===== src/rtl/ec_scalar_mult_ctrl_pkg.sv =====
// Shared types for the GF(2^7) scalar-multiply controller: widths, FSM encodings, point field helpers.
// Pure definitions; no latency or backpressure of its own.
package ec_pkg;
    localparam int FW      = 7;
    localparam int KW      = 7;
    localparam int POINT_W = 2 * FW;

    typedef logic [FW-1:0]      fe_t;
    typedef logic [POINT_W-1:0] pt_t;
    typedef logic [2:0]         state_t;

    localparam state_t ST_IDLE     = 3'd0;
    localparam state_t ST_DBL_CHK  = 3'd1;
    localparam state_t ST_DBL_WAIT = 3'd2;
    localparam state_t ST_ADD_CHK  = 3'd3;
    localparam state_t ST_ADD_WAIT = 3'd4;
    localparam state_t ST_NEXT     = 3'd5;
    localparam state_t ST_DONE     = 3'd6;

    function automatic fe_t pt_x(input pt_t pt);
        return pt[POINT_W-1:FW];
    endfunction

    function automatic fe_t pt_y(input pt_t pt);
        return pt[FW-1:0];
    endfunction

    // In characteristic 2, -P shares x with P and differs in y.
    function automatic logic pt_is_neg(input pt_t a, input pt_t b);
        return (pt_x(a) == pt_x(b)) && (pt_y(a) != pt_y(b));
    endfunction
endpackage


===== src/rtl/ec_scalar_mult_ctrl_if.sv =====
// Operand req/ack channel between the scalar-multiply controller and the point adder/doubler.
// Request holds with stable operands until ack; ack outside a request is ignored.
interface ec_scalar_mult_ctrl_if;
    import ec_pkg::*;

    logic op_req;
    logic op_double;
    pt_t  op_a;
    pt_t  op_b;
    logic op_ack;
    pt_t  op_sum;

    modport master (output op_req, op_double, op_a, op_b, input op_ack, op_sum);
    modport slave  (input op_req, op_double, op_a, op_b, output op_ack, op_sum);
endinterface


===== src/rtl/ec_scalar_mult_ctrl_point_cmp.sv =====
// Combinational compare of accumulator R against base P for the degenerate-case checks.
// Zero latency; no handshake.
module ec_point_cmp
    import ec_pkg::*;
(
    input  pt_t  r,
    input  pt_t  p,
    output logic eq_x,
    output logic eq_y,
    output logic x_zero
);
    assign eq_x   = (pt_x(r) == pt_x(p));
    assign eq_y   = (pt_y(r) == pt_y(p));
    assign x_zero = (pt_x(r) == '0);
endmodule


===== src/rtl/ec_scalar_mult_ctrl.sv =====
// Left-to-right double-and-add Q = k*P over GF(2^7); 3 cycles per bit plus 1 per issued op and ack wait.
// Stalls in WAIT until op_ack; a watchdog aborts with error after WAIT_LIMIT cycles.
module ec_scalar_mult_ctrl
    import ec_pkg::*;
#(
    parameter int WAIT_LIMIT = 64
) (
    input  logic                        clk,
    input  logic                        rst_n,
    input  logic                        start,
    input  logic [KW-1:0]               scalar,
    input  pt_t                         base,
    output logic                        busy,
    output logic                        done,
    output logic                        error,
    output pt_t                         result,
    output logic                        result_inf,
    ec_scalar_mult_ctrl_if.master       op
);
    localparam int WDW   = $clog2(WAIT_LIMIT + 1);
    localparam int IDX_W = $clog2(KW);

    state_t           state;
    logic [KW-1:0]    k;
    pt_t              p;
    pt_t              r;
    logic             r_inf;
    logic [IDX_W-1:0] idx;
    logic [WDW-1:0]   wdog;
    logic             add_dbl;
    logic             eq_x, eq_y, x_zero;
    logic             in_wait;
    logic             wdog_hit;

    ec_point_cmp u_cmp (
        .r      (r),
        .p      (p),
        .eq_x   (eq_x),
        .eq_y   (eq_y),
        .x_zero (x_zero)
    );

    // Everything facing the adder is decoded from registered state only.
    assign in_wait      = (state == ST_DBL_WAIT) || (state == ST_ADD_WAIT);
    assign op.op_req    = in_wait;
    assign op.op_double = (state == ST_DBL_WAIT) || ((state == ST_ADD_WAIT) && add_dbl);
    assign op.op_a      = in_wait ? r : '0;
    assign op.op_b      = !in_wait ? '0 : (op.op_double ? r : p);
    assign busy         = (state != ST_IDLE);
    assign done         = (state == ST_DONE);
    assign wdog_hit     = (wdog == WDW'(WAIT_LIMIT - 1));

    always_ff @(posedge clk or negedge rst_n) begin
        if (!rst_n) begin
            state      <= ST_IDLE;
            k          <= '0;
            p          <= '0;
            r          <= '0;
            r_inf      <= 1'b0;
            idx        <= '0;
            wdog       <= '0;
            add_dbl    <= 1'b0;
            error      <= 1'b0;
            result     <= '0;
            result_inf <= 1'b0;
        end else begin
            case (state)
                ST_IDLE: begin
                    if (start) begin
                        k     <= scalar;
                        p     <= base;
                        r_inf <= 1'b1;
                        idx   <= IDX_W'(KW - 1);
                        error <= 1'b0;
                        state <= ST_DBL_CHK;
                    end
                end
                ST_DBL_CHK: begin
                    if (r_inf || x_zero) begin
                        r_inf <= 1'b1;
                        state <= ST_ADD_CHK;
                    end else begin
                        wdog  <= '0;
                        state <= ST_DBL_WAIT;
                    end
                end
                ST_DBL_WAIT, ST_ADD_WAIT: begin
                    if (op.op_ack) begin
                        r     <= op.op_sum;
                        r_inf <= 1'b0;
                        state <= (state == ST_DBL_WAIT) ? ST_ADD_CHK : ST_NEXT;
                    end else if (wdog_hit) begin
                        error      <= 1'b1;
                        result     <= r;
                        result_inf <= 1'b1;
                        state      <= ST_DONE;
                    end else begin
                        wdog <= wdog + 1'b1;
                    end
                end
                ST_ADD_CHK: begin
                    if (!k[idx]) begin
                        state <= ST_NEXT;
                    end else if (r_inf) begin
                        r     <= p;
                        r_inf <= 1'b0;
                        state <= ST_NEXT;
                    end else if (eq_x && eq_y) begin
                        // R == P: the add degenerates to a doubling of P.
                        if (x_zero) begin
                            r_inf <= 1'b1;
                            state <= ST_NEXT;
                        end else begin
                            add_dbl <= 1'b1;
                            wdog    <= '0;
                            state   <= ST_ADD_WAIT;
                        end
                    end else if (pt_is_neg(r, p)) begin
                        r_inf <= 1'b1;
                        state <= ST_NEXT;
                    end else begin
                        add_dbl <= 1'b0;
                        wdog    <= '0;
                        state   <= ST_ADD_WAIT;
                    end
                end
                ST_NEXT: begin
                    if (idx == '0) begin
                        result     <= r;
                        result_inf <= r_inf;
                        state      <= ST_DONE;
                    end else begin
                        idx   <= idx - 1'b1;
                        state <= ST_DBL_CHK;
                    end
                end
                ST_DONE: state <= ST_IDLE;
                default: state <= ST_IDLE;
            endcase
        end
    end
endmodule


===== src/flat_wrapper.sv =====
// flat-port wrapper written by rule: the top's interface ports become plain ports
module ec_scalar_mult_ctrl_flat import ec_pkg::*;
#(
    parameter int WAIT_LIMIT = 64
)
  (clk, rst_n, start, scalar, base, busy, done, error, result, result_inf, op_op_req, op_op_double, op_op_a, op_op_b, op_op_ack, op_op_sum);
  ec_scalar_mult_ctrl_if op_i ();
  input  logic clk;
  input  logic rst_n;
  input  logic start;
  input  logic [KW-1:0] scalar;
  input  pt_t base;
  output logic busy;
  output logic done;
  output logic error;
  output pt_t result;
  output logic result_inf;
  output wire logic [$bits(op_i.op_req)-1:0] op_op_req;
  output wire logic [$bits(op_i.op_double)-1:0] op_op_double;
  output wire logic [$bits(op_i.op_a)-1:0] op_op_a;
  output wire logic [$bits(op_i.op_b)-1:0] op_op_b;
  input wire logic [$bits(op_i.op_ack)-1:0] op_op_ack;
  input wire logic [$bits(op_i.op_sum)-1:0] op_op_sum;
  assign op_op_req = op_i.op_req;
  assign op_op_double = op_i.op_double;
  assign op_op_a = op_i.op_a;
  assign op_op_b = op_i.op_b;
  assign op_i.op_ack = op_op_ack;
  assign op_i.op_sum = op_op_sum;
  ec_scalar_mult_ctrl #(.WAIT_LIMIT(WAIT_LIMIT)) u_core (.clk(clk), .rst_n(rst_n), .start(start), .scalar(scalar), .base(base), .busy(busy), .done(done), .error(error), .result(result), .result_inf(result_inf), .op(op_i));
endmodule

===== config.mk =====
export PLATFORM = sky130hd
export DESIGN_NAME = ec_scalar_mult_ctrl_flat
export DESIGN_NICKNAME = d
export VERILOG_FILES = /design/src/rtl/ec_scalar_mult_ctrl_pkg.sv /design/src/rtl/ec_scalar_mult_ctrl_if.sv /design/src/rtl/ec_scalar_mult_ctrl_point_cmp.sv /design/src/rtl/ec_scalar_mult_ctrl.sv /design/src/flat_wrapper.sv
export SDC_FILE = /design/constraint.sdc
export NUM_CORES = 1
export LEC_CHECK = 0
export CAP_MARGIN = 20
export CORE_UTILIZATION = 45
export DETAILED_ROUTE_END_ITERATION = 10
export PLACE_DENSITY = 0.72
export SYNTH_ARGS = -nofsm -noshare
export SYNTH_HDL_FRONTEND = slang
export SYNTH_SLANG_ARGS = --single-unit

===== constraint.sdc =====
create_clock -name clk -period 3.9 [get_ports clk]
set_clock_uncertainty 0.05 [all_clocks]
set_input_delay 0.975 -clock clk [delete_from_list [all_inputs] [get_ports clk]]
set_output_delay 0.975 -clock clk [all_outputs]
set_load 0.01 [all_outputs]

==> run metrics <==
cell-internal power=2.18 mW; routing usage on met2=0.359; fin worst setup slack=0.244 ns; Netlist cell types=54; Starting Density=0.471; share of cells above drive strength 1=0.161; status=completed; hold wc startpoint=u_core.k[3]$_DFFE_PN0P_; P per Cell Area=775 nW/um2; Critical Path RT=2.87 ns; min-delay worst type=reg -> reg; critical path arrival=2.63 ns; Crit path largest cell delay=0.64 ns; I/O Buffers=86; Highest Clock Rate=0.274 GHz; # fillers=698; worst slew pin tran=0.990 ns; vias in the first global route=2897; DRC errors left=0; largest net degree at the start of global routing=44; met3 Use GR=0.0337; CTS tree=built; ant diodes=0; via density per instance=5.45; drt first-iter violations=122; most frequent cells in the layout=85 x clkdlybuf4s50_1, 66 x dfrtp_1, 39 x mux2_2; gr busiest metal=met2; Leak Pwr=2.11 nW; post-CTS sizing=0; largest cells by area after synthesis=dfrtp_1 45%, mux2_2 12%, mux2i_1 7.9%, nor2_1 3.3%, o21ai_0 2.9%; Final Util=0.608; hpwl dp=6210 um; sw frac=0.408; CP endpoint kind=output port; number of synthesized register bits=66; Final Setup Violations=0; Clk Latency, worst-skew pair=0.35 ns; ys async rst share=1.00; CP max-delay cell=dfrtp_1; Final Max Tran Viols=0; core area=7810 um2; setup_tns=0 ns; number of max-cap violations=0; RSZ-0062 raised after global routing=false; nets=471; CP Launch Type=flip-flop; GPL Wtd Cong=0.853; Tmin final=3.66 ns; Syn Nets=385; Longest Clk Path Bufs=2; critical path buffer and inverter count=2; Via Count=2922; flop2flop setup slack=1.21 ns; root buf cell=clkbuf_8; num rows=32; DRT antenna net count=0; worst vdd ir=0.345 mV; Seq/Total Area, Yosys=0.449; hold depth=1; Die ar.=8530 um2; initial antenna violation count=0; Comb pwr share=0.505; chip width=92.4 um; drt pass-1 iters=4; Die Ht=92.4 um; area leader, netlist=dfrtp_1; area share of the largest cell type after synthesis=0.449; first-pass GRT wire length=14200 um; Crit path depth=5; grt ovf=0; Top Family by Delay on Critical Path=buffers and inverters; worst reg2reg startpoint=u_core.state[0]$_DFFE_PN0P_; total power=3.68 mW; crit-path cells=nand2b_1, a21o_1, inv_1, and2_1, clkdlybuf4s50_1; synth-to-layout area growth=29.2%; clock sink total=66; hold buffers post-CTS=0; WHS Endpoint=u_core.k[3]$_DFFE_PN0P_; reg2reg end=u_core.wdog[4]$_DFFE_PN0P_; met1 Usage GRT=0.277; yosys synthesis warning count=0; GRT Total Usage=0.217; CTS H-Tree Depth=3; ys flop type=dfrtp_1; Final Hold Fails=0; period utilization=0.937; Syn Inst Count=343; I/O pin cnt=87; Wirelength per Cell=16.6 um; post-CTS setup buffer count=0; CTS Buf Count=9; Setup Crit Path Kind=reg -> out; Clock power frac=0.135; Total Wirelength=8910 um; commonest non-fill, non-tap cell in the layout=clkdlybuf4s50_1; clock transition at the registers of the reported paths=0.08 ns; Cell Area, Synth=3680 um2; Max-slew headroom=0.340; sw power=1.50 mW; Mean Syn Cell Area=10.7 um2; CP max FO=18; Worst R2R Path Depth=5; Seq pwr share=0.360; Post-Place Setup Slack=0.634 ns; EDFF count, synth=0
worst reg2reg max path: cells and delay by family, from the launching register on:
kind             cells  cell delay, ns
AND/OR/NAND/NOR      3            1.48
flip-flops           1            0.66
AO/OA/AOI/OAI        2            0.42
power groups by stage:
stage | combinational [mW] | sequential [mW] | clock [mW]
after floorplan | 1.32 | 1.23 | 0
after global placement | 1.81 | 1.32 | 0
after detailed placement | 1.86 | 1.33 | 0
after CTS | 1.87 | 1.32 | 0.510
after global routing | 2.02 | 1.38 | 0.528
final | 1.86 | 1.32 | 0.498
cell type report:
type	count	area, um2	share of cell area
clock inverter	5	31.3	0.00659
inverter	11	41.3	0.00869
sequential	66	1650	0.348
timing repair buffer	92	901	0.190
tap	102	128	0.0269
multi-input combinational	249	1870	0.393
clock buffer	11	131	0.0277
kinds of logic (layout without fill, tap and decap cells):
logic type,Yosys count,after routing,share of synthesized area
adders and majority gates,3,3,0.0102
buffers and inverters,28,119,0.0446
DFF,66,66,0.449
AOI/OAI and AO/OA,56,56,0.108
muxes,69,69,0.205
and+or+nand+nor,106,106,0.147
xor gates and xnor gates,15,15,0.0357
metrics by stage:
step           cells  hold WS (ns)  cell area [um2]
2_1_floorplan    343         0.411             3680
6_report         536         0.457             4750
3_5_place_dp     520         0.440             4590
3_3_place_gp     520         0.438             4590
4_1_cts          536         0.459             4750
5_1_grt          536         0.473             4750
Yosys cell counts, drive strengths merged (2+ instances only):
| library cell | instances |
|---|---|
| clkbuf | 7 |
| xor2 | 3 |
| xnor2 | 12 |
| mux2 | 39 |
| buf | 9 |
| nand2b | 7 |
| nand3 | 7 |
| mux2i | 29 |
| nor4 | 3 |
| nor2b | 5 |
| a22oi | 2 |
| o21ai | 22 |
| and2 | 16 |
| o211ai | 4 |
| a211o | 3 |
| a32oi | 2 |
| or3 | 3 |
| a211oi | 2 |
| nor2 | 32 |
| nand4 | 4 |
| inv | 11 |
| o221ai | 2 |
| dfrtp | 66 |
| ha | 3 |
| nor3b | 2 |
| nand3b | 2 |
| a311oi | 2 |
| nand2 | 21 |
| a21oi | 6 |
routing by layer:
layer,vias to the layer above,wire (um)
met4,0,198
met2,77,4320
met3,13,366
met1,1443,4020
met5,-,0
li1,1389,-
worst max-delay path by stage:
stage	from	end
2_1_floorplan	u_core.state[2]$_DFFE_PN0P_	op_op_b[0]
3_3_place_gp	u_core.state[1]$_DFFE_PN0P_	op_op_a[0]
3_5_place_dp	u_core.state[1]$_DFFE_PN0P_	op_op_a[3]
4_1_cts	u_core.state[1]$_DFFE_PN0P_	op_op_a[3]
5_1_grt	u_core.state[1]$_DFFE_PN0P_	op_op_a[3]
6_report	u_core.state[1]$_DFFE_PN0P_	op_op_a[3]
registers in the layout (all words and copies together) (netlist names):
name,count
u_core.p,14
u_core.r,14
u_core.result,14
u_core.k,7
u_core.wdog,7
u_core.idx,3
u_core.state,3
u_core.add_dbl,1
u_core.error,1
u_core.r_inf,1
u_core.result_inf,1
Power figures use the tool's default switching activity.
